[src/rtl/shiftleds_modes.sv]
// Multi-mode LED sequencer: a speed-selectable prescaler steps an N_LEDS pattern
// (rotate left/right, ping-pong, flash) and routes it to a chosen RGB channel.
// Optional build macro SHIFTLEDS_DIM_EN dims the colour channels to 25 % duty.
module shiftleds_modes #(
    parameter int N_LEDS   = 4,
    parameter int NB_SEL   = 2,
    parameter int NB_COUNT = 14
) (
    input  logic              clock,
    input  logic              i_reset,
    input  logic              i_enable,
    input  logic [NB_SEL-1:0] i_speed_sel,
    input  logic [1:0]        i_mode,
    input  logic [1:0]        i_color_sel,
    output logic [N_LEDS-1:0] o_led,
    output logic [N_LEDS-1:0] o_led_r,
    output logic [N_LEDS-1:0] o_led_g,
    output logic [N_LEDS-1:0] o_led_b,
    output logic              o_tick
);

    typedef enum logic [1:0] {
        MODE_ROL   = 2'd0,
        MODE_ROR   = 2'd1,
        MODE_PING  = 2'd2,
        MODE_FLASH = 2'd3
    } mode_e;

    localparam logic [NB_COUNT-1:0] COUNT_ONES = '1;
    localparam logic [N_LEDS-1:0]   LED_ONES   = '1;
    localparam logic [N_LEDS-1:0]   LED_LSB    = N_LEDS'(1);
    localparam logic [N_LEDS-1:0]   LED_MSB    = LED_ONES ^ (LED_ONES >> 1);

    logic [NB_COUNT-1:0] count, count_d;
    logic [N_LEDS-1:0]   pattern, pattern_d, step;
    mode_e               mode_q, mode_d, mode_in;
    logic                dir, dir_d;
    logic [NB_SEL:0]     shift_amt;
    logic [NB_COUNT-1:0] limit;
    logic                tick_now;
    logic                dim_on;

    function automatic logic [N_LEDS-1:0] seed(input mode_e m);
        case (m)
            MODE_ROR:   return LED_MSB;
            MODE_FLASH: return LED_ONES;
            default:    return LED_LSB;
        endcase
    endfunction

    // limit(k) = 2^(NB_COUNT-1-k) - 1, i.e. all-ones shifted right by k+1.
    assign shift_amt = {1'b0, i_speed_sel} + {{NB_SEL{1'b0}}, 1'b1};
    assign limit     = COUNT_ONES >> shift_amt;
    assign tick_now  = i_enable && (count >= limit);
    assign mode_in   = mode_e'(i_mode);
    assign step      = dir ? (pattern << 1) : (pattern >> 1);

    always_comb begin
        // NOTE: every output of this block gets a default first so no latch is inferred.
        count_d   = count;
        pattern_d = pattern;
        mode_d    = mode_q;
        dir_d     = dir;
        if (tick_now) begin
            count_d = '0;
            if (mode_in != mode_q) begin
                mode_d    = mode_in;
                dir_d     = 1'b1;
                pattern_d = seed(mode_in);
            end else begin
                case (mode_q)
                    MODE_ROL:   pattern_d = {pattern[N_LEDS-2:0], pattern[N_LEDS-1]};
                    MODE_ROR:   pattern_d = {pattern[0], pattern[N_LEDS-1:1]};
                    MODE_PING: begin
                        pattern_d = step;
                        if (step[N_LEDS-1])
                            dir_d = 1'b0;
                        else if (step[0])
                            dir_d = 1'b1;
                    end
                    MODE_FLASH: pattern_d = (pattern == LED_ONES) ? '0 : LED_ONES;
                    default:    pattern_d = pattern;
                endcase
            end
        end else if (i_enable) begin
            count_d = count + NB_COUNT'(1);
        end
    end

    always_ff @(posedge clock or negedge i_reset) begin
        if (!i_reset) begin
            count   <= '0;
            pattern <= LED_LSB;
            mode_q  <= MODE_ROL;
            dir     <= 1'b1;
            o_tick  <= 1'b0;
        end else begin
            // NOTE: sequential state uses non-blocking assignments so every register samples pre-edge values.
            count   <= count_d;
            pattern <= pattern_d;
            mode_q  <= mode_d;
            dir     <= dir_d;
            o_tick  <= tick_now;
        end
    end

`ifdef SHIFTLEDS_DIM_EN
    logic [1:0] dim_cnt;

    always_ff @(posedge clock or negedge i_reset) begin
        if (!i_reset)
            dim_cnt <= '0;
        else
            dim_cnt <= dim_cnt + 2'd1;
    end

    assign dim_on = (dim_cnt == 2'd0);
`else
    assign dim_on = 1'b1;
`endif

    assign o_led = pattern;

    always_comb begin
        o_led_r = '0;
        o_led_g = '0;
        o_led_b = '0;
        if (dim_on) begin
            if (i_color_sel == 2'd0 || i_color_sel == 2'd3) o_led_r = pattern;
            if (i_color_sel == 2'd1 || i_color_sel == 2'd3) o_led_g = pattern;
            if (i_color_sel == 2'd2 || i_color_sel == 2'd3) o_led_b = pattern;
        end
    end

endmodule

[config.mk]
export PLATFORM = sky130hd
export DESIGN_NAME = shiftleds_modes
export DESIGN_NICKNAME = d
export VERILOG_FILES = /design/src/rtl/shiftleds_modes.sv
export SDC_FILE = /design/constraint.sdc
export NUM_CORES = 1
export LEC_CHECK = 0
export ABC_AREA = 1
export BUFFER_PORTS_ARGS = -buffer_cell sky130_fd_sc_hd__buf_2
export CAP_MARGIN = 10
export CORE_MARGIN = 2
export CORE_UTILIZATION = 55
export DETAILED_ROUTE_END_ITERATION = 7
export PLACE_DENSITY = 0.77
export SETUP_SLACK_MARGIN = 0.5
export SYNTH_ARGS = -nofsm -noshare
export SYNTH_HDL_FRONTEND = slang
export SYNTH_SLANG_ARGS = --single-unit
[constraint.sdc]
create_clock -name clock -period 1.8 [get_ports clock]
set_input_delay 0.09 -clock clock [delete_from_list [all_inputs] [get_ports clock]]
set_output_delay 0.09 -clock clock [all_outputs]
set_load 0.02 [all_outputs]
* Word-level counts from Yosys, hierarchy flattened
Cells that the tools add are included.
** Operators by class
- $add $sub $neg :: 2
- $lt $le $gt $ge :: 1
- Equality and inequality tests :: 10
- Shifts and indexed selects :: 1
- Multiplexer cells :: 14
- Reductions and logical operators :: 11
** Operators by type and width (number)
- 2-to-1 mux 14 bit :: 2
- 2-to-1 mux 4 bit :: 6
- case mux 4 bit (4 select lines) :: 1
- adder 14 x 1 -> 14 bit, second input constant :: 1
- greater-or-equal comparator 14 bit :: 1
- right shift 14 x 3 -> 14 bit, first input constant :: 1
- equality test 2 bit, second input constant :: 5
- case mux 4 bit (2 select lines) :: 1
- equality test 2 x 1 -> 1 bit, second input constant :: 3
- equality test 4 bit, second input constant :: 1
- logical NOT 2 bit :: 2
- 2-to-1 mux 1 bit :: 4
- nonzero test 2 bit :: 2
- adder 2 x 1 -> 3 bit, second input constant :: 1
- logical OR 1 bit :: 3
- AND reduction 3 bit :: 1
- nonzero test 3 bit :: 1
- inequality test 2 bit :: 1
- AND reduction 2 bit :: 1
- logical AND 1 bit :: 1
** Word-level totals
- Register bits :: 22
- Bits of input ports :: 9
- Output and inout bits :: 17
- Logic and storage cells :: 44

* Depth between registers and ports, before layout
- Word-level depth :: 5
- Mapped depth :: 12
- Mapped depth without buffers :: 12

* Worst setup path after synthesis
OpenSTA, ideal clock, no wires.
- Kind :: flip-flop to flip-flop
- Start point :: register count[11]
- End point :: register count[5]
- Library setup time :: 0.088 ns
- Arrival time :: 1.288 ns
- Data required time :: 1.712 ns
- Setup slack :: 0.424 ns
- Stages on the path, launching flop included :: 10
- Buffers on the path :: 1
- Period minus slack after synthesis :: 1.376 ns
- Path through :: dfrtp_1 ha_1 nand2_1 nand2_1 nand2_1 nand2_1 nand2_1 nand2_4 buf_8 nor3b_1
** On the way
- Word-level cells in the longest chain between the ends :: 3
- Elaborated cells on any way between the ends :: 4
- Those cells by class :: order compare (1); mux (1); reduce/logical (2)
** RTL lines
- start: declaration :: line 34 : logic [NB_COUNT-1:0] count, count_d;
- start signal: assignment :: line 99 : count <= count_d;
- greater-or-equal comparator 14 bit * :: line 54 : assign tick_now = i_enable && (count >= limit);
- logical AND 1 bit * :: line 54
- 2-to-1 mux 14 bit or nonzero test 2 bit (tied branches)
Mark *: on every way between the ends. The rest lies on a longest branch, timed or not.
A chain may end at the register's enable or synchronous reset.

* Final worst setup path
- Start point :: register count[12]
- End point :: register mode_q[0]
** On the way
- Word-level cells in the longest chain between the ends :: 3
** RTL lines
- greater-or-equal comparator 14 bit :: line 54
- logical AND 1 bit :: line 54
- AND reduction 2 bit (no source line)
- end signal: assignment :: line 101 : mode_q <= mode_d;
- end: declaration :: line 36 : mode_e mode_q, mode_d, mode_in;
No other way between the ends.

==> results.txt <==
clk slew on worst S/H paths: 110 ps
Reg2Reg Depth: 8
DP Wirelength: 2250 um
Max Cap Viol: 0
clk sinks: 22
Crit Reg-Reg Startpoint: count[12]
Max VDD drop: 0.000977 V
I/O pin cnt: 26
worst hold path stage count: 3
hold path startpoint: i_mode[1]
Final Power: 2240 uW
EDFF count, synth: 0
CTS Buf Count: 3
Synth Area in Simple Gates: 42.6%
CP delay by family, top: flip-flops
root buf cell: clkbuf_4
most common cell in the netlist: nand2_1
Hold Fails Final Rpt: 0
n_diodes: 0
aggregate routed wire length: 3520 um
initial core utilization: 56.6%
CTS Buffer Depth: 2
Die Ht: 56.6 um
max-slew violation count: 0
antenna-violating nets left: 0
main combinational cell family by area after synthesis: simple AND/OR/NAND/NOR gates
core box area: 2690 um^2
CP Cell Sequence: ha_4, nand2_4, nor2_4, nand4_4, nand2_8, buf_6, nand2_2, o21ai_1
first drt pass iteration count: 4
die width: 56.6 um
die area: 3200 um^2
P_leak: 0.00110 uW
Cell Count, Final, Fillers Out: 294
CP Class: flip-flop to flip-flop
Worst Skew: 3.41 ps
synthesized instance count: 218
outcome: finished, final reports clean
largest net degree at the start of global routing: 23
reg2reg end: mode_q[0]
port bufs: 25
hold endpoint: mode_q[1]
Net Count, Synth: 233
DRC Markers: 0
Pwr Density: 1110 nW/um^2
initial drt markers: 50
RSZ-0062 raised after global routing: yes
share of cells above drive strength 1: 37.3%
routed length per instance: 12.0 um
GRT overflow: 0
CTS H-tree depth: 1
post-synthesis sequential area ratio: 36.4%
mux contribution to synthesized area: 0%
Peak Freq: 0.674 GHz
Worst Max-Slew Pin Slew: 493 ps
first-pass GRT wire length: 5990 um
CP endpoint kind: flip-flop
Post-Syn Area: 1520 um^2
post-synth top area cell: dfrtp_1
CTS tree: done
Synth top area share: 32.9%
setup violators final: 0
initial antenna violation count: 0
compound-gate portion of the synthesized area: 4.44%
CP max stage cell: dfrtp_2
vias: 1,528
Synth Area in XOR/XNOR: 0.576%
type of origin of the critical path: flip-flop
clock latency at the later pin of the worst-skew pair: 300 ps
WP data arrival: 1720 ps
hold crit path type: primary input to flip-flop
synth unique cells: 27
minimum clock period: 1480 ps
final worst path period share: 82.4%
Placed Cells incl. Taps: 272
most frequent cells after synthesis: nand2_1 (73), inv_1 (35), nor2_1 (21)
Syn-to-layout area delta: 32.6%
Post-Syn Area per Cell: 6.97 um^2
Critical Path Fanout Max: 8
GRT Util Overall: 23.3%
Core Rows: 19
Adder-Cell Fraction of Synth Area: 4.94%
Async S/R FF share, synth: 100%
GPL Wtd Cong: 0.812
slowest stage delay, CP: 460 ps
Setup TNS Final: 0 ps
required time of the critical path: 2030 ps
top post-synthesis cells by area: dfrtp_1 (33%), nand2_1 (18%), inv_1 (8.6%), nand3_1 (5.6%), nor2_1 (5.2%)
vias in the first global route: 1,385
r2r setup slk: 320 ps
remaining max-slew budget at the tightest pin: 67.1%
Via density: 5.20
crit path buf inv count: 1
Main synth FF type: dfrtp_1
Final Net Count: 279
YS warnings: 0
Synth Register Bits: 22
==> kinds of logic after synthesis <==
family,after synthesis
AOI/OAI and AO/OA,12
xor gates and xnor gates,1
adders and majority gates,6
DFF,22
buffers and inverters,39
and+or+nand+nor,138
==> how the worst max path moves through the flow <==
stage,startpoint,endpoint,slack (ps),cells after the start
finish,count[12],mode_q[0],320,8
global route,count[11],count[2],260,9
CTS,count[12],mode_q[0],320,8
detailed placement,i_speed_sel[0],mode_q[0],150,10
global placement,i_speed_sel[0],count[9],210,9
floorplan,count[12],mode_q[0],450,7
==> per-layer routing <==
metal	vias to the layer above	GRT usage (%)	wire, um
met2	45	37.7	1650
li1	770	-	-
met1	707	32.5	1660
met4	0	3.74	30
met3	6	5.07	176
met5	-	0	0
==> where the power goes <==
group	leakage, uW	internal (uW)	switching [uW]
Sequential	0.000278	658	193
Clock	0.0000150	86.5	142
Combinational	0.000806	494	670
==> through the flow <==
step	setup slack [ps]	util, %	area [um^2]	hold slack (ps)
final	316	75.0	2020	39.6
after global routing	258	75.0	2020	32.9
after CTS	319	68.0	1830	33.4
after detailed placement	152	62.3	1670	80.6
after global placement	213	62.3	1670	79.7
after floorplan	446	-	1530	-206
==> what timing repair did <==
item | 4_1_cts | 5_1_grt
pin swaps | 5 | 12
buffers inserted | 10 | 7
gates resized for setup | 14 | 39
setup endpoints to repair | 24 | 30
hold buffers | 1 | 0
hold endpoints to repair | 20 | 0
==> sequential cells by signal, summed over array words and instances, names as in the netlist <==
name,cells
mode_q,2
o_led,4
count,14
dir,1
o_tick,1
==> cell usage in the layout, fill, tap and decap left out <==
cell / count
nand3_2: 4
nand2_8: 1
nand2_2: 9
o21ai_0: 1
dfrtp_1: 17
clkbuf_1: 1
o21bai_1: 2
or2_2: 2
nor2_2: 4
buf_4: 14
nor3b_2: 3
inv_1: 30
nand4_1: 3
buf_2: 22
o21ai_1: 3
a21oi_1: 2
nand3_1: 17
xor2_1: 1
nand4_4: 1
nor2_4: 3
a21oi_2: 1
or2_0: 1
inv_2: 5
nor2_1: 17
ha_4: 2
ha_1: 3
nor3_2: 3
ha_2: 1
o21bai_2: 1
nor3_1: 4
dlygate4sd3_1: 1
clkbuf_4: 3
nand2_4: 3
dfrtp_2: 3
nor3_4: 1
nand2_1: 62
o21ai_2: 2
dfstp_2: 2
buf_6: 8
==> area by class of cell <==
| class | count | area [um^2] |
|---|---|---|
| Inverter | 35 | 131 |
| Fill cell | 200 | 671 |
| Timing Repair Buffer | 45 | 315 |
| Sequential cell | 22 | 557 |
| Clock buffer | 4 | 26.3 |
| Tap cell | 31 | 38.8 |
| Multi-Input combinational cell | 157 | 947 |
==> tightest hold or removal path: stages <==
cell	delay, ps
buf_2	120
nand2_2	60
o21ai_1	50
Note: power is estimated with default switching activity, not from simulation.
